===== config.mk =====
export PLATFORM = sky130hd
export DESIGN_NAME = axil_cfg_master_flat
export DESIGN_NICKNAME = d
export VERILOG_FILES = /design/src/rtl/hpu_axil_pkg.sv /design/src/rtl/axil_cfg_master_if.sv /design/src/rtl/axil_cfg_master_timeout_cnt.sv /design/src/rtl/axil_cfg_master.sv /design/src/flat_wrapper.sv
export SDC_FILE = /design/constraint.sdc
export NUM_CORES = 1
export LEC_CHECK = 0
export CELL_PAD_IN_SITES_DETAIL_PLACEMENT = 1
export CELL_PAD_IN_SITES_GLOBAL_PLACEMENT = 1
export CORE_UTILIZATION = 25
export DETAILED_ROUTE_END_ITERATION = 8
export GPL_ROUTABILITY_DRIVEN = 0
export GPL_TIMING_DRIVEN = 1
export HOLD_SLACK_MARGIN = 0.06
export PLACE_DENSITY = 0.72
export SYNTH_ARGS = -nofsm -noshare
export SYNTH_HDL_FRONTEND = slang
export SYNTH_SLANG_ARGS = --single-unit

===== constraint.sdc =====
create_clock -name clk -period 9.6 [get_ports clk]
set_input_delay 1.92 -clock clk [delete_from_list [all_inputs] [get_ports clk]]
set_output_delay 1.92 -clock clk [all_outputs]
set_load 0.05 [all_outputs]

===== src/rtl/hpu_axil_pkg.sv =====
`default_nettype none
// +-----------------------------------------------------------------------------
// | hpu_axil_pkg : shared AXI-Lite response codes, register map and FSM states
// | Revision     : 1.0
// +-----------------------------------------------------------------------------
package hpu_axil_pkg;

   localparam logic [1:0]  RESP_OKAY   = 2'b00;
   localparam logic [1:0]  RESP_SLVERR = 2'b10;

   localparam logic [31:0] REG_CTRL    = 32'h0000_0000;
   localparam logic [31:0] REG_CONTROL = 32'h0000_0010;

   typedef logic [2:0] state_t;

   localparam state_t ST_IDLE  = 3'd0;
   localparam state_t ST_WADDR = 3'd1;
   localparam state_t ST_WRESP = 3'd2;
   localparam state_t ST_RADDR = 3'd3;
   localparam state_t ST_RDATA = 3'd4;
   localparam state_t ST_RSP   = 3'd5;

endpackage
`default_nettype wire


===== src/rtl/axil_cfg_master_if.sv =====
`default_nettype none
// +-----------------------------------------------------------------------------
// | axil_cfg_master_if : AXI4-Lite bus between config master and register slave
// | Revision           : 1.0
// +-----------------------------------------------------------------------------
interface axil_cfg_master_if #(
   parameter int ADDR_W = 32
);
   logic [ADDR_W-1:0] awaddr;
   logic              awvalid;
   logic              awready;
   logic [31:0]       wdata;
   logic [3:0]        wstrb;
   logic              wvalid;
   logic              wready;
   logic [1:0]        bresp;
   logic              bvalid;
   logic              bready;
   logic [ADDR_W-1:0] araddr;
   logic              arvalid;
   logic              arready;
   logic [31:0]       rdata;
   logic [1:0]        rresp;
   logic              rvalid;
   logic              rready;

   modport master (
      output awaddr, awvalid, wdata, wstrb, wvalid, bready, araddr, arvalid, rready,
      input  awready, wready, bresp, bvalid, arready, rdata, rresp, rvalid
   );

   modport slave (
      input  awaddr, awvalid, wdata, wstrb, wvalid, bready, araddr, arvalid, rready,
      output awready, wready, bresp, bvalid, arready, rdata, rresp, rvalid
   );
endinterface
`default_nettype wire


===== src/rtl/axil_cfg_master_timeout_cnt.sv =====
`default_nettype none
// +-----------------------------------------------------------------------------
// | axil_timeout_cnt : saturating phase counter, one-cycle expired pulse
// | Revision         : 1.0
// +-----------------------------------------------------------------------------
module axil_timeout_cnt #(
   parameter int TIMEOUT = 1024
) (
   input  logic clk,
   input  logic rst,
   input  logic clear,
   input  logic enable,
   output logic expired
);
   localparam int             CW     = $clog2(TIMEOUT + 1);
   localparam logic [CW-1:0]  C_LAST = CW'(TIMEOUT - 1);
   localparam logic [CW-1:0]  C_MAX  = CW'(TIMEOUT);

   logic [CW-1:0] r_cnt;

   // Saturating at TIMEOUT keeps the expired pulse to a single cycle per phase
   always_ff @(posedge clk or posedge rst) begin
      if (rst) begin
         r_cnt <= '0;
      end else if (clear) begin
         r_cnt <= '0;
      end else if (enable && (r_cnt != C_MAX)) begin
         r_cnt <= r_cnt + 1'b1;
      end
   end

   assign expired = enable && !clear && (r_cnt == C_LAST);

endmodule
`default_nettype wire


===== src/rtl/axil_cfg_master.sv =====
`default_nettype none
// +-----------------------------------------------------------------------------
// | axil_cfg_master : single-outstanding AXI4-Lite master for register commands
// | Revision        : 1.0
// +-----------------------------------------------------------------------------
module axil_cfg_master
   import hpu_axil_pkg::*;
#(
   parameter int ADDR_W  = 32,
   parameter int TIMEOUT = 1024
) (
   input  logic              clk,
   input  logic              rst,
   input  logic              cmd_valid,
   output logic              cmd_ready,
   input  logic              cmd_we,
   input  logic [ADDR_W-1:0] cmd_addr,
   input  logic [31:0]       cmd_wdata,
   input  logic [3:0]        cmd_wstrb,
   output logic              rsp_valid,
   input  logic              rsp_ready,
   output logic              rsp_we,
   output logic [31:0]       rsp_rdata,
   output logic [1:0]        rsp_resp,
   output logic              timeout,
   axil_cfg_master_if.master m_axi
);
   state_t            r_state;
   logic              r_cmd_ready;
   logic              r_awvalid, r_wvalid, r_bready, r_arvalid, r_rready;
   logic              r_aw_done, r_w_done;
   logic [ADDR_W-1:0] r_addr;
   logic [31:0]       r_wdata;
   logic [3:0]        r_wstrb;
   logic              r_rsp_valid, r_rsp_we;
   logic [31:0]       r_rsp_rdata;
   logic [1:0]        r_rsp_resp;
   logic              r_timeout;

   logic w_aw_fin, w_w_fin, w_leave, w_wait, w_expired;

   assign w_aw_fin = r_aw_done || (r_awvalid && m_axi.awready);
   assign w_w_fin  = r_w_done  || (r_wvalid  && m_axi.wready);

   // w_leave marks the cycle the state register will change
   always_comb begin
      w_leave = 1'b0;
      case (r_state)
         ST_IDLE:  w_leave = cmd_valid && r_cmd_ready;
         ST_WADDR: w_leave = w_aw_fin && w_w_fin;
         ST_WRESP: w_leave = m_axi.bvalid && r_bready;
         ST_RADDR: w_leave = r_arvalid && m_axi.arready;
         ST_RDATA: w_leave = m_axi.rvalid && r_rready;
         ST_RSP:   w_leave = rsp_ready;
         default:  w_leave = 1'b1;
      endcase
   end

   assign w_wait = (r_state == ST_WADDR) || (r_state == ST_WRESP) ||
                   (r_state == ST_RADDR) || (r_state == ST_RDATA);

   axil_timeout_cnt #(.TIMEOUT(TIMEOUT)) u_timeout_cnt (
      .clk     (clk),
      .rst     (rst),
      .clear   (w_leave),
      .enable  (w_wait),
      .expired (w_expired)
   );

   always_ff @(posedge clk or posedge rst) begin
      if (rst) begin
         r_state     <= ST_IDLE;
         r_cmd_ready <= 1'b0;
         r_awvalid   <= 1'b0;
         r_wvalid    <= 1'b0;
         r_bready    <= 1'b0;
         r_arvalid   <= 1'b0;
         r_rready    <= 1'b0;
         r_aw_done   <= 1'b0;
         r_w_done    <= 1'b0;
         r_addr      <= '0;
         r_wdata     <= '0;
         r_wstrb     <= '0;
         r_rsp_valid <= 1'b0;
         r_rsp_we    <= 1'b0;
         r_rsp_rdata <= '0;
         r_rsp_resp  <= '0;
         r_timeout   <= 1'b0;
      end else begin
         if (w_expired) r_timeout <= 1'b1;
         case (r_state)
            ST_IDLE: begin
               r_cmd_ready <= 1'b1;
               if (w_leave) begin
                  r_cmd_ready <= 1'b0;
                  r_addr      <= cmd_addr;
                  r_wdata     <= cmd_wdata;
                  r_wstrb     <= cmd_wstrb;
                  r_aw_done   <= 1'b0;
                  r_w_done    <= 1'b0;
                  if (cmd_we) begin
                     r_awvalid <= 1'b1;
                     r_wvalid  <= 1'b1;
                     r_state   <= ST_WADDR;
                  end else begin
                     r_arvalid <= 1'b1;
                     r_state   <= ST_RADDR;
                  end
               end
            end
            ST_WADDR: begin
               if (r_awvalid && m_axi.awready) begin
                  r_awvalid <= 1'b0;
                  r_aw_done <= 1'b1;
               end
               if (r_wvalid && m_axi.wready) begin
                  r_wvalid <= 1'b0;
                  r_w_done <= 1'b1;
               end
               if (w_leave) begin
                  r_bready <= 1'b1;
                  r_state  <= ST_WRESP;
               end
            end
            ST_WRESP: begin
               if (w_leave) begin
                  r_bready    <= 1'b0;
                  r_rsp_valid <= 1'b1;
                  r_rsp_we    <= 1'b1;
                  r_rsp_rdata <= '0;
                  r_rsp_resp  <= m_axi.bresp;
                  r_state     <= ST_RSP;
               end
            end
            ST_RADDR: begin
               if (w_leave) begin
                  r_arvalid <= 1'b0;
                  r_rready  <= 1'b1;
                  r_state   <= ST_RDATA;
               end
            end
            ST_RDATA: begin
               if (w_leave) begin
                  r_rready    <= 1'b0;
                  r_rsp_valid <= 1'b1;
                  r_rsp_we    <= 1'b0;
                  r_rsp_rdata <= m_axi.rdata;
                  r_rsp_resp  <= m_axi.rresp;
                  r_state     <= ST_RSP;
               end
            end
            ST_RSP: begin
               if (w_leave) begin
                  r_rsp_valid <= 1'b0;
                  r_cmd_ready <= 1'b1;
                  r_state     <= ST_IDLE;
               end
            end
            default: r_state <= ST_IDLE;
         endcase
      end
   end

   assign cmd_ready     = r_cmd_ready;
   assign rsp_valid     = r_rsp_valid;
   assign rsp_we        = r_rsp_we;
   assign rsp_rdata     = r_rsp_rdata;
   assign rsp_resp      = r_rsp_resp;
   assign timeout       = r_timeout;

   assign m_axi.awaddr  = r_addr;
   assign m_axi.awvalid = r_awvalid;
   assign m_axi.wdata   = r_wdata;
   assign m_axi.wstrb   = r_wstrb;
   assign m_axi.wvalid  = r_wvalid;
   assign m_axi.bready  = r_bready;
   assign m_axi.araddr  = r_addr;
   assign m_axi.arvalid = r_arvalid;
   assign m_axi.rready  = r_rready;

endmodule
`default_nettype wire


===== src/flat_wrapper.sv =====
// flat-port wrapper written by rule: the top's interface ports become plain ports
module axil_cfg_master_flat import hpu_axil_pkg::*;
#(
   parameter int ADDR_W  = 32,
   parameter int TIMEOUT = 1024
)
  (clk, rst, cmd_valid, cmd_ready, cmd_we, cmd_addr, cmd_wdata, cmd_wstrb, rsp_valid, rsp_ready, rsp_we, rsp_rdata, rsp_resp, timeout, m_axi_awaddr, m_axi_awvalid, m_axi_wdata, m_axi_wstrb, m_axi_wvalid, m_axi_bready, m_axi_araddr, m_axi_arvalid, m_axi_rready, m_axi_awready, m_axi_wready, m_axi_bresp, m_axi_bvalid, m_axi_arready, m_axi_rdata, m_axi_rresp, m_axi_rvalid);
  axil_cfg_master_if #(.ADDR_W(ADDR_W)) m_axi_i ();
  input  logic clk;
  input  logic rst;
  input  logic cmd_valid;
  output logic cmd_ready;
  input  logic cmd_we;
  input  logic [ADDR_W-1:0] cmd_addr;
  input  logic [31:0] cmd_wdata;
  input  logic [3:0] cmd_wstrb;
  output logic rsp_valid;
  input  logic rsp_ready;
  output logic rsp_we;
  output logic [31:0] rsp_rdata;
  output logic [1:0] rsp_resp;
  output logic timeout;
  output wire logic [$bits(m_axi_i.awaddr)-1:0] m_axi_awaddr;
  output wire logic [$bits(m_axi_i.awvalid)-1:0] m_axi_awvalid;
  output wire logic [$bits(m_axi_i.wdata)-1:0] m_axi_wdata;
  output wire logic [$bits(m_axi_i.wstrb)-1:0] m_axi_wstrb;
  output wire logic [$bits(m_axi_i.wvalid)-1:0] m_axi_wvalid;
  output wire logic [$bits(m_axi_i.bready)-1:0] m_axi_bready;
  output wire logic [$bits(m_axi_i.araddr)-1:0] m_axi_araddr;
  output wire logic [$bits(m_axi_i.arvalid)-1:0] m_axi_arvalid;
  output wire logic [$bits(m_axi_i.rready)-1:0] m_axi_rready;
  input wire logic [$bits(m_axi_i.awready)-1:0] m_axi_awready;
  input wire logic [$bits(m_axi_i.wready)-1:0] m_axi_wready;
  input wire logic [$bits(m_axi_i.bresp)-1:0] m_axi_bresp;
  input wire logic [$bits(m_axi_i.bvalid)-1:0] m_axi_bvalid;
  input wire logic [$bits(m_axi_i.arready)-1:0] m_axi_arready;
  input wire logic [$bits(m_axi_i.rdata)-1:0] m_axi_rdata;
  input wire logic [$bits(m_axi_i.rresp)-1:0] m_axi_rresp;
  input wire logic [$bits(m_axi_i.rvalid)-1:0] m_axi_rvalid;
  assign m_axi_awaddr = m_axi_i.awaddr;
  assign m_axi_awvalid = m_axi_i.awvalid;
  assign m_axi_wdata = m_axi_i.wdata;
  assign m_axi_wstrb = m_axi_i.wstrb;
  assign m_axi_wvalid = m_axi_i.wvalid;
  assign m_axi_bready = m_axi_i.bready;
  assign m_axi_araddr = m_axi_i.araddr;
  assign m_axi_arvalid = m_axi_i.arvalid;
  assign m_axi_rready = m_axi_i.rready;
  assign m_axi_i.awready = m_axi_awready;
  assign m_axi_i.wready = m_axi_wready;
  assign m_axi_i.bresp = m_axi_bresp;
  assign m_axi_i.bvalid = m_axi_bvalid;
  assign m_axi_i.arready = m_axi_arready;
  assign m_axi_i.rdata = m_axi_rdata;
  assign m_axi_i.rresp = m_axi_rresp;
  assign m_axi_i.rvalid = m_axi_rvalid;
  axil_cfg_master #(.ADDR_W(ADDR_W), .TIMEOUT(TIMEOUT)) u_core (.clk(clk), .rst(rst), .cmd_valid(cmd_valid), .cmd_ready(cmd_ready), .cmd_we(cmd_we), .cmd_addr(cmd_addr), .cmd_wdata(cmd_wdata), .cmd_wstrb(cmd_wstrb), .rsp_valid(rsp_valid), .rsp_ready(rsp_ready), .rsp_we(rsp_we), .rsp_rdata(rsp_rdata), .rsp_resp(rsp_resp), .timeout(timeout), .m_axi(m_axi_i));
endmodule

# Word-level counts from Yosys, hierarchy flattened
# Cells that the tools add are included.
# W data, S select, Z words.
[totals]
register_bits = 127
latchBits = 0
mem_bits_rw = 0
mem_bits_ro = 0
in_bits = 114
out_inout_bits = 143
wordCells = 112
memories = 0
[op_classes]
addsub = 1
n_mul = 0
div = 0
magnitude_cmp = 0
n_eq_ne = 18
shifts = 0
n_mux = 37
bitwise_logic = 0
n_reduce_logical = 38
[op_table]
columns = ["operator", "n"]
rows = [
  ["$mux W32", 2],
  ["$pmux W32 S2", 1],
  ["$mux W11", 2],
  ["$pmux W1 S2", 10],
  ["$reduce_and A3 Y1", 6],
  ["$ne A2 B2 Y1 const B", 8],
  ["$reduce_bool A2 Y1", 8],
  ["$mux W3", 5],
  ["$pmux W3 S5", 1],
  ["$reduce_and A4 Y1", 3],
  ["$add A11 B1 Y11 const B", 1],
  ["$eq A11 B10 Y1 const B", 1],
  ["$mux W1", 11],
  ["$ne A11 B11 Y1 const B", 1],
  ["$logic_and A1 B1 Y1", 10],
  ["$eq A3 B2 Y1 const B", 2],
  ["$eq A3 B3 Y1 const B", 2],
  ["$mux W2", 3],
  ["$ne A2 B1 Y1 const B", 3],
  ["$pmux W1 S6", 1],
  ["$logic_or A1 B1 Y1", 5],
  ["$reduce_and A5 Y1", 1],
  ["$pmux W2 S2", 1],
  ["$reduce_and A2 Y1", 2],
  ["other kinds (4)", 4],
]

# Logic depth before layout (Yosys ltp)
# Gate-level depths: netlist (run 1).
[depth]
depth_word = 7
depth_mapped = 8
depth_no_buf = 6

# Cells and area by module
# From an unflattened synthesis (run 1), not the netlist that was laid out.
[hier_totals]
cells_unflattened = 403
area_unflattened_um2 = 5357.6
[by_module_without_submodules]
columns = ["mod", "n_inst", "cells_each", "area_per_inst_um2", "seq_area_each_um2"]
rows = [
  ["axil_cfg_master", 1, 332, 4699.5, 2902.8],
  ["axil_timeout_cnt", 1, 71, 658.1, 275.3],
]

# Worst setup path after synthesis (run 1)
# No wires, ideal clock.
[synth_path]
path_kind = "input port to flip-flop"
start = "in m_axi_wready"
end = "reg u_core.r_state[1]"
setup_time_ps = 125
arrival_time_ps = 3024
required_time_ps = 9475
slack_ps = 6451
cell_stages = 6
path_buffers = 1
cell_sequence = "a21oi_1 nor3_4 a21o_4 or2_1 buf_6 mux2_4"
[synth_via]
elab_chain_cells = 6
word_cells_on_any_way = 10
cone_classes = "5 x eq/ne; 1 x mux; 4 x reduce/logical"
[synth_lines]
columns = ["element", "line_no", "text"]
rows = [
  ["start: declaration", "flat_wrapper.sv:33", "input wire logic [$bits(m_axi_i.wready)-1:0] m_axi_wready;"],
  ["$logic_and A1 B1 Y1 (*)", "axil_cfg_master.sv:43", "assign w_w_fin = r_w_done || (r_wvalid && m_axi.wready);"],
  ["$logic_or A1 B1 Y1 (*)", "axil_cfg_master.sv:43", ""],
  ["$logic_and A1 B1 Y1 (*)", "axil_cfg_master.sv:50", "ST_WADDR: w_leave = w_aw_fin && w_w_fin;"],
  ["$pmux W1 S6 (*)", "axil_cfg_master.sv:48", "case (r_state)"],
  ["$ne A2 B1 Y1 (no source line) or $ne A2 B2 Y1 (tied branches)", "n/a", ""],
  ["$reduce_and A5 Y1 (no source line) (*)", "n/a", ""],
  ["end signal: assignment", "axil_cfg_master.sv:72", "r_state <= ST_IDLE;"],
  ["end signal: assignment", "axil_cfg_master.sv:104", "r_state <= ST_WADDR;"],
  ["end signal: assignment", "axil_cfg_master.sv:107", "r_state <= ST_RADDR;"],
  ["end: declaration", "axil_cfg_master.sv:28", "state_t r_state;"],
]
# Every way passes the cells marked *; elsewhere a longest branch is shown, timed or not.
# A chain may end at the register's enable or synchronous reset.

# Worst setup path after layout (run 1)
[layout_path]
start = "in m_axi_wready"
end = "reg u_core.r_rsp_resp[0], in the netlist u_core.rsp_resp[0]"
[layout_via]
elab_chain_cells = 6
word_cells_on_any_way = 7
cone_classes = "2 x eq/ne; 1 x mux; 4 x reduce/logical"
[layout_lines]
columns = ["element", "line_no", "text"]
rows = [
  ["$logic_and A1 B1 Y1 (*)", "axil_cfg_master.sv:43", ""],
  ["$logic_or A1 B1 Y1 (*)", "axil_cfg_master.sv:43", ""],
  ["$logic_and A1 B1 Y1 (*)", "axil_cfg_master.sv:50", ""],
  ["$pmux W1 S6 (*)", "axil_cfg_master.sv:48", ""],
  ["$ne A2 B2 Y1 (no source line)", "n/a", ""],
  ["$reduce_and A3 Y1 (no source line) (*)", "n/a", ""],
  ["end signal: assignment", "axil_cfg_master.sv:131", "r_rsp_resp <= m_axi.bresp;"],
  ["end signal: assignment", "axil_cfg_master.sv:148", "r_rsp_resp <= m_axi.rresp;"],
  ["end: declaration", "axil_cfg_master.sv:37", "logic [1:0] r_rsp_resp;"],
]
# Marks and branches as above.

==> results of run 1 <==
critical path: stages:
cell	delay [ns]
clkdlybuf4s50_1	0.45
a21oi_1	0.24
nor3_4	0.08
a21o_4	0.20
o211ai_4	0.77
mux2_4	0.35
power by group through the flow:
stage	registers, W	logic [W]	clock network [W]
finish	0.000535	0.0000596	0.000672
global route	0.000535	0.0000652	0.000719
CTS	0.000535	0.0000614	0.000696
detailed placement	0.000545	0.0000610	0
global placement	0.000545	0.0000605	0
floorplan	0.000545	0.00000923	0
layer usage:
| metal | vias up | share of wire [%] | track usage (%) |
|---|---|---|---|
| li1 | 2133 | - | - |
| met1 | 2243 | 42 | 17.6 |
| met2 | 175 | 48 | 25.8 |
| met3 | 8 | 8.8 | 7.02 |
| met4 | 0 | 0.85 | 3.61 |
| met5 | - | 0 | 0 |
logic make-up after synthesis:
| logic type | count (synthesis) |
|---|---|
| xor gates and xnor gates | 10 |
| AOI/OAI and AO/OA | 58 |
| adders and majority gates | 2 |
| buffers and inverters | 68 |
| and+or+nand+nor | 258 |
| DFF | 127 |
| muxes | 6 |
layout by cell type, fill, tap and decap left out, types with 2 or more instances in the layout:
cell type        instances
and3_1                   3
dfrtp_1                127
nor2_1                  16
clkinv_2                 2
buf_4                    4
inv_1                    8
clkbuf_16               17
mux2_4                   3
ha_1                     2
inv_8                    2
nand4_1                 10
a22o_1                  32
a21oi_1                  9
mux2_2                   2
xor2_1                   9
a21o_1                   2
o21ai_0                  4
clkdlybuf4s50_1        256
nand2_1                211
inv_6                    4
nand3_1                  3
clkinv_4                 3
bufinv_16                3
nor4_1                   2
metrics by stage:
stage	utilization [%]	setup slack [ns]	area, sq um
final	40.5	5.86	8510
after detailed placement	37.6	5.41	7900
after global routing	40.5	5.75	8510
after CTS	40.5	5.86	8510
after floorplan	-	4.30	5340
after global placement	37.6	5.44	7900
sequential cells by signal (all words and copies together), names as in the netlist:
name,count
u_core.r_aw_done,1
u_core.cmd_ready,1
u_core.u_timeout_cnt.r_cnt,11
u_core.m_axi.rready,1
u_core.m_axi.wdata,32
u_core.m_axi.wstrb,4
u_core.m_axi.wvalid,1
u_core.m_axi.bready,1
u_core.m_axi.arvalid,1
u_core.rsp_rdata,32
u_core.timeout,1
u_core.m_axi.araddr,32
u_core.rsp_valid,1
u_core.m_axi.awvalid,1
u_core.rsp_resp,2
u_core.rsp_we,1
u_core.r_w_done,1
u_core.r_state,3
synth_stat cells (2+ instances only):
cell	count
mux2_4	3
buf_4	34
dfrtp_1	127
a21o_1	2
nor2b_1	2
nor4_1	2
mux2_2	2
nand3_1	3
clkbuf_1	7
nand2_1	211
nor2_1	17
o21ai_0	4
a21oi_1	9
nand4_1	10
buf_6	5
buf_2	13
and3_1	3
xor2_1	9
ha_1	2
inv_1	9
a22o_1	32
worst max-delay path by stage:
stage	to	slack, ns	cells past startpoint
final	u_core.rsp_resp[0]	5.86	6
after global routing	u_core.rsp_resp[0]	5.75	6
after detailed placement	u_core.rsp_resp[1]	5.41	6
after CTS	u_core.rsp_resp[1]	5.86	6
after global placement	u_core.rsp_resp[0]	5.44	6
after floorplan	u_core.cmd_ready	4.30	1
final cells by class:
class,count,area [sq um]
multi-input combinational,334,1750
sequential,127,3180
tap,275,344
clock buffer,18,429
timing repair buffer,260,2590
inverter,9,38.8
fill,2336,12500
clock inverter,14,183
==> impl_metrics.tcl, run 1 <==
set metrics [dict create \
    status "finished clean" \
    grt_max_degree 71 \
    firstDrtPassIters 4 \
    hold_depth 2 \
    synth_top_family_by_area "simple AND/OR/NAND/NOR gates" \
    fmaxAchievable_ghz 0.267 \
    nets 865 \
    worstSetupEndpointType "flip-flop" \
    ant_nets 0 \
    finalSetupViolCount 0 \
    synth_area_sq_um 5340 \
    drt_wl_total_um 16200 \
    max_slew_margin_pct 35.8 \
    synthAdderAreaFrac_pct 0.468 \
    antenna_found_initial 0 \
    power_w 0.00127 \
    r2r_end "u_core.m_axi.araddr[24]" \
    hold_start "u_core.m_axi.wdata[6]" \
    cp-start-kind "input pin" \
    maxSlewViolCount 0 \
    synth-xor-area-share_pct 1.64 \
    dp_cells 1005 \
    p_leak_nw 4.03 \
    io_buffers 256 \
    pwr-share-comb_pct 4.7 \
    grt_usage_pct 15.3 \
    swShare_pct 21.8 \
    worstSetupPathType "input pin to flip-flop" \
    syn-instance-count 529 \
    vias 4559 \
    yosysTopAreaCellShare_pct 59.5 \
    pwr-share-clk_pct 53.1 \
    num_antenna_cells 0 \
    synth_cell_types 44 \
    die_h_um 148 \
    worst_pin_slew_ns 0.958 \
    cp.required_ns 9.89 \
    grt_pass1_vias 4862 \
    power_switching_w 0.000276 \
    reg2reg_depth 6 \
    ys_warn_count 0 \
    startpoint "m_axi_wready" \
    chipWidth_um 148 \
    cp.arrival_ns 4.03 \
    via_per_inst 4.40 \
    grt_pass1_wl_um 25800 \
    core_area_sq_um 21000 \
    crit_path_max_fanout 34 \
    cts_tree "done" \
    intPower_w 0.000991 \
    cap_viol_max_count 0 \
    place.detailed.hpwl_um 11200 \
    htreeDepth 4 \
    min_to "u_core.m_axi.wdata[6]" \
    ys_seq_area_share_pct 59.5 \
    setup_tns_ns 0 \
    yosys.area.top_type "dfrtp_1" \
    die-area_sq_um 22000 \
    synth_area_leaders "dfrtp_1 59%, nand2_1 15%, a22o_1 5.2%" \
    synth_simple_gate_area_share_pct 20.1 \
    fin_hold_ws_ns 0.472 \
    numCtsBuffers 17 \
    ys_seq_elements 127 \
    hold_class "flip-flop to flip-flop" \
    grt_overflow 0 \
    synth-edff-count 0 \
    synth_nets 645 \
    p_seq_share_pct 42.2 \
    clkSlewWorstSetupHoldPaths_ns 0.06 \
    area_delta_synth_final_pct 59.3 \
    ctsResizeCount 0 \
    routedWlPerCell_um 15.6 \
    r2r_slack_ns 7.17 \
    synth_mux_area_share_pct 1.45 \
    drcViolationCount 0 \
    drt-initial-drc-count 168 \
    ys.flop_type "dfrtp_1" \
    reg2reg_from "u_core.r_state[1]" \
    hold_buffers 0 \
    peakVddDrop_mv 0.103 \
    post-route-min-period_ns 3.74 \
    row_count 53 \
    drive_above_1_share_pct 6.69 \
    syn_area_per_cell_sq_um 10.1 \
    skew_ns 0.00826 \
    final_cells 1037 \
    rsz0062_at_grt "no" \
    cellPowerDensity_nw_per_um2 149 \
    post_cts_buffers 0 \
    clk_latency_ns 0.41 \
    start_util_pct 25.4 \
    finalCritPeriodShare_pct 39.0 \
    async_reset_ff_share_pct 100 \
    cts_root_buf "clkbuf_16" \
    synth_compound_area_share_pct 8.71 \
    ioPinCount 257 \
    cts_sinks 127 \
    clock_path_buffers 2 \
    hold_violations 0 \
]
(Power assumes the default switching activity.)
==> run 2, diff against run 1 <==
--- a/config.mk
+++ b/config.mk
@@ -12,7 +12,7 @@
 export GPL_ROUTABILITY_DRIVEN = 0
 export GPL_TIMING_DRIVEN = 1
 export HOLD_SLACK_MARGIN = 0.06
-export PLACE_DENSITY = 0.72
+export PLACE_DENSITY = 0.75
 export SYNTH_ARGS = -nofsm -noshare
 export SYNTH_HDL_FRONTEND = slang
 export SYNTH_SLANG_ARGS = --single-unit
==> constraint.sdc (replaced) <==
create_clock -name clk -period 3.2 [get_ports clk]
set_input_delay 0.64 -clock clk [delete_from_list [all_inputs] [get_ports clk]]
set_output_delay 0.64 -clock clk [all_outputs]
set_load 0.05 [all_outputs]
==> run 2 against run 1 <==
Clock power grew to 2.8 times the previous value. Critical path type is now flip-flop to output port. Final area hardly changed. Non-clock buffer count is 3 higher. Highest routed layer unchanged. Sequential share of layout area hardly changed. Worst hold slack hardly changed. Clock skew is 0.00066 ns higher. Flip-flop and latch count stayed put. Core utilization hardly changed. Combinational power grew to 3.0 times the previous value. Critical endpoint is now cmd_ready.
==> impl_metrics.tcl, run 2 (synthesis gave the netlist of run 1 again) <==
set metrics [dict create \
    critical_path_buf_inv_count 1 \
    postLayoutCoreUtil_pct 40.5 \
    cts_sinks 127 \
    die_h_um 148 \
    grt_max_degree 128 \
    numCtsBuffers 17 \
    cp-endpoint "cmd_ready" \
    fmaxAchievable_ghz 0.420 \
    drive_above_1_share_pct 6.82 \
    ctsResizeCount 0 \
    status "finished clean" \
    crit_cells 1 \
    hold_class "flip-flop to flip-flop" \
    cp.required_ns 2.56 \
    ant_nets 0 \
    drt_wl_total_um 16300 \
    place.detailed.hpwl_um 11300 \
    core_area_sq_um 21000 \
    finalCritPeriodShare_pct 74.4 \
    start_util_pct 25.4 \
    crit_path_max_fanout 4 \
    clock_path_buffers 2 \
    hold_buffers 0 \
    io_buffers 256 \
    area_delta_synth_final_pct 59.2 \
    cp.arrival_ns 1.74 \
    slowest_delay_ns 0.91 \
    final_cell_mix "256 x clkdlybuf4s50_1, 211 x nand2_1, 127 x dfrtp_1" \
    crit_path_cell_trace "clkdlybuf4s50_1" \
    grt_usage_pct 15.4 \
    cp-start-kind "flip-flop" \
    routedWlPerCell_um 15.7 \
    reg2reg_from "u_core.r_state[1]" \
    via_per_inst 4.33 \
    finalSetupViolCount 0 \
    worst_pin_slew_ns 0.791 \
    clk_latency_ns 0.40 \
    startpoint "u_core.cmd_ready" \
    multi_input_area_sq_um 1750 \
    final_common_cell "clkdlybuf4s50_1" \
    skew_ns 0.00891 \
    setup_tns_ns 0 \
    grt_overflow 0 \
    crit_family "buffers and inverters" \
    clkSlewWorstSetupHoldPaths_ns 0.06 \
    r2r_end "u_core.r_state[1]" \
    drcViolationCount 0 \
    post_cts_buffers 0 \
    num_antenna_cells 0 \
    nets 868 \
    ioPinCount 257 \
    die-area_sq_um 22000 \
    vias 4497 \
    row_count 53 \
    peakVddDrop_mv 0.306 \
    hold_start "u_core.m_axi.wstrb[0]" \
    worstSetupPathType "flip-flop to output port" \
    rsz0062_at_grt "no" \
    hold_violations 0 \
    cts_root_buf "clkbuf_16" \
    register_area_sq_um 3180 \
    max_slew_margin_pct 47.3 \
    nFillCells 2347 \
    r2r_slack_ns 0.87 \
    worstSetupEndpointType "output port" \
    post-route-min-period_ns 2.38 \
    drt-initial-drc-count 155 \
    cellPowerDensity_nw_per_um2 429 \
    grt_pass1_wl_um 26300 \
    p_leak_nw 4.02 \
    firstDrtPassIters 4 \
    cap_viol_max_count 0 \
    critPathSlowestCell "clkdlybuf4s50_1" \
    chipWidth_um 148 \
    cts_tree "done" \
    maxSlewViolCount 0 \
    reg2reg_depth 5 \
    htreeDepth 4 \
    grt_pass1_vias 4904 \
    antenna_found_initial 0 \
]
-- run 2: cell type report --
| cell class | count | share of cell area (%) |
|---|---|---|
| sequential | 127 | 37.3 |
| inverter | 9 | 0.441 |
| clock inverter | 11 | 1.40 |
| timing repair buffer | 263 | 31.0 |
| tap | 275 | 4.04 |
| multi-input combinational | 334 | 20.5 |
| clock buffer | 19 | 5.21 |
-- run 2: worst min path at each step --
stage | end | slack [ns] | cells past startpoint
floorplan | u_core.r_w_done | 0.45 | 2
global placement | u_core.timeout | 0.45 | 2
detailed placement | u_core.m_axi.wstrb[0] | 0.46 | 2
CTS | u_core.m_axi.wstrb[0] | 0.48 | 2
global route | u_core.m_axi.wdata[8] | 0.50 | 2
finish | u_core.m_axi.wstrb[0] | 0.47 | 2
-- run 2: power by group --
part / leakage (nW) / switching [W] / internal (W)
clock network: 0.266 / 0.000711 / 0.00115
registers: 1.74 / 0 / 0.00161
logic: 2.01 / 0.0000559 / 0.000125
total: 4.02 / 0.000767 / 0.00288
-- run 2: through the flow --
stage | worst slack [ns] | total power (W) | area [sq um] | std cells | hold WS [ns]
CTS | 0.771 | 0.00373 | 8510 | 1038 | 0.480
finish | 0.819 | 0.00365 | 8510 | 1038 | 0.472
global route | 0.736 | 0.00381 | 8510 | 1038 | 0.499
detailed placement | 0.592 | 0.00182 | 7950 | 1008 | 0.463
floorplan | 0.993 | 0.00166 | 5350 | 529 | 0.447
global placement | 0.615 | 0.00182 | 7950 | 1008 | 0.451
-- run 2: metal layers --
| metal | part of all wire [%] | wire length, um | track usage [%] | up-vias |
|---|---|---|---|---|
| met5 | 0 | 0 | 0 | - |
| met4 | 1.4 | 234 | 4.64 | 0 |
| met3 | 8.7 | 1410 | 6.10 | 13 |
| met2 | 47 | 7680 | 25.2 | 161 |
| met1 | 43 | 6940 | 18.5 | 2194 |
| li1 | - | - | - | 2129 |
==> run 3, diff against run 2 <==
--- a/config.mk
+++ b/config.mk
@@ -12,7 +12,7 @@
 export GPL_ROUTABILITY_DRIVEN = 0
 export GPL_TIMING_DRIVEN = 1
 export HOLD_SLACK_MARGIN = 0.06
-export PLACE_DENSITY = 0.75
+export PLACE_DENSITY = 0.72
 export SYNTH_ARGS = -nofsm -noshare
 export SYNTH_HDL_FRONTEND = slang
 export SYNTH_SLANG_ARGS = --single-unit
==> constraint.sdc (replaced) <==
create_clock -name clk -period 2.4 [get_ports clk]
set_input_delay 0.48 -clock clk [delete_from_list [all_inputs] [get_ports clk]]
set_output_delay 0.48 -clock clk [all_outputs]
set_load 0.05 [all_outputs]
==> run 3 against run 2 <==
Worst hold slack gained 0.0040 ns. Sequential power grew 33%. Clock skew shrank 0.0017 ns. Count of clock-buffer cells in the layout grew 1. Core utilization grew 0.96 points. Via count grew 1.3%. Combinational power grew 43%. Critical path type unchanged.
==> impl_metrics.tcl, run 3 (synthesis gave the netlist of run 1 again) <==
set metrics [dict create \
    cap_viol_max_count 0 \
    cp.arrival_ns 1.73 \
    clk_latency_ns 0.41 \
    dp_cells 1021 \
    hold_start "u_core.m_axi.wdata[4]" \
    nFillCells 2317 \
    hold_buffers 0 \
    clock_path_buffers 2 \
    reg2reg_depth 6 \
    cp.required_ns 1.92 \
    critPathSlowestCell "clkdlybuf4s50_1" \
    cts_sinks 127 \
    place.detailed.hpwl_um 11900 \
    drive_above_1_share_pct 8.61 \
    placed_area_sq_um 8100 \
    skew_ns 0.00718 \
    row_count 53 \
    multi_input_area_sq_um 1750 \
    final_common_cell "clkdlybuf4s50_1" \
    ctsResizeCount 0 \
    grt_pass1_wl_um 26400 \
    design_area_sq_um 8710 \
    nets 881 \
    maxSlewViolCount 0 \
    grt_pass1_vias 4909 \
    crit_path_cell_trace "clkdlybuf4s50_1" \
    ant_nets 0 \
    worst_pin_slew_ns 0.593 \
    grt_max_degree 71 \
    status "finished clean" \
    area_delta_synth_final_pct 63.0 \
    worstSetupPathType "flip-flop to output port" \
    post-route-min-period_ns 2.21 \
    cp-start-kind "flip-flop" \
    finalSetupViolCount 0 \
    crit_cells 1 \
    setup_tns_ns 0 \
    num_antenna_cells 0 \
    ioPinCount 257 \
    rsz0062_at_grt "no" \
    crit_path_max_fanout 4 \
    chipWidth_um 148 \
    htreeDepth 4 \
    reg2reg_from "u_core.r_state[1]" \
    fmaxAchievable_ghz 0.452 \
    p_leak_nw 4.12 \
    numCtsBuffers 17 \
    io_buffers 256 \
    routedWlPerCell_um 15.7 \
    drt_wl_total_um 16600 \
    firstDrtPassIters 4 \
    grt_usage_pct 15.6 \
    clkSlewWorstSetupHoldPaths_ns 0.06 \
    antenna_found_initial 0 \
    worstSetupEndpointType "output port" \
    register_area_sq_um 3180 \
    vias 4555 \
    cts_tree "done" \
    critical_path_buf_inv_count 1 \
    post_cts_buffers 0 \
    max_slew_margin_pct 60.4 \
    cellPowerDensity_nw_per_um2 586 \
    drcViolationCount 0 \
    startpoint "u_core.cmd_ready" \
    final_cell_mix "256 x clkdlybuf4s50_1, 211 x nand2_1, 127 x dfrtp_1" \
    hold_violations 0 \
    finalCritPeriodShare_pct 92.1 \
    peakVddDrop_mv 0.412 \
    slowest_delay_ns 0.89 \
    die-area_sq_um 22000 \
    core_area_sq_um 21000 \
    cts_root_buf "clkbuf_16" \
    die_h_um 148 \
    drt-initial-drc-count 122 \
    hold_depth 2 \
    grt_overflow 0 \
    hold_class "flip-flop to flip-flop" \
    crit_family "buffers and inverters" \
    via_per_inst 4.33 \
    final_cells 1053 \
    start_util_pct 25.4 \
]
run 3: layout make-up:
type / instances / area share (%)
Sequential cell: 127 / 36.5
Timing Repair Buffer: 276 / 32.0
Multi-Input combinational cell: 334 / 20.1
Clock buffer: 20 / 5.24
Tap cell: 275 / 3.95
Clock inverter: 12 / 1.84
Inverter: 9 / 0.431
run 3: tightest hold or removal path: cells and delay by family (launching register included):
kind | cells | cell delay [ns]
DFF | 1 | 0.34
and+or+nand+nor | 2 | 0.10
run 3: per-stage QoR:
stage / setup slack [ns] / utilization [%] / total power, W / hold slack, ns
final: 0.190 / 41.4 / 0.00510 / 0.476
after CTS: 0.136 / 41.4 / 0.00521 / 0.481
after global routing: 0.129 / 41.4 / 0.00532 / 0.495
after detailed placement: 0.0293 / 38.5 / 0.00245 / 0.462
after floorplan: 0.353 / - / 0.00222 / 0.447
after global placement: 0.113 / 38.5 / 0.00244 / 0.457
run 3: power breakdown:
group	leakage [nW]	switching [W]	internal, W	total [W]
sequential	1.74	0	0.00214	0.00214
clock	0.289	0.00101	0.00170	0.00270
combinational	2.08	0.0000794	0.000180	0.000259
run 3: worst paths after layout:
| kind | to | slack [ns] |
|---|---|---|
| setup / recovery | cmd_ready | 0.19 |
| hold / removal | u_core.m_axi.wdata[4] | 0.48 |
| setup reg to reg | u_core.r_state[1] | 0.49 |
| hold reg to reg | u_core.m_axi.wdata[4] | 0.48 |
| max in group asynchronous | u_core.u_timeout_cnt.r_cnt[7] | 1.35 |
| min in group asynchronous | u_core.rsp_rdata[4] | 0.50 |
run 3: per-layer routing:
| metal | wire length, um | vias up | GRT usage [%] |
|---|---|---|---|
| met4 | 115 | 0 | 4.33 |
| met5 | 0 | - | 0 |
| met2 | 8060 | 168 | 26.2 |
| met1 | 6930 | 2219 | 18.1 |
| li1 | - | 2157 | - |
| met3 | 1460 | 11 | 6.56 |
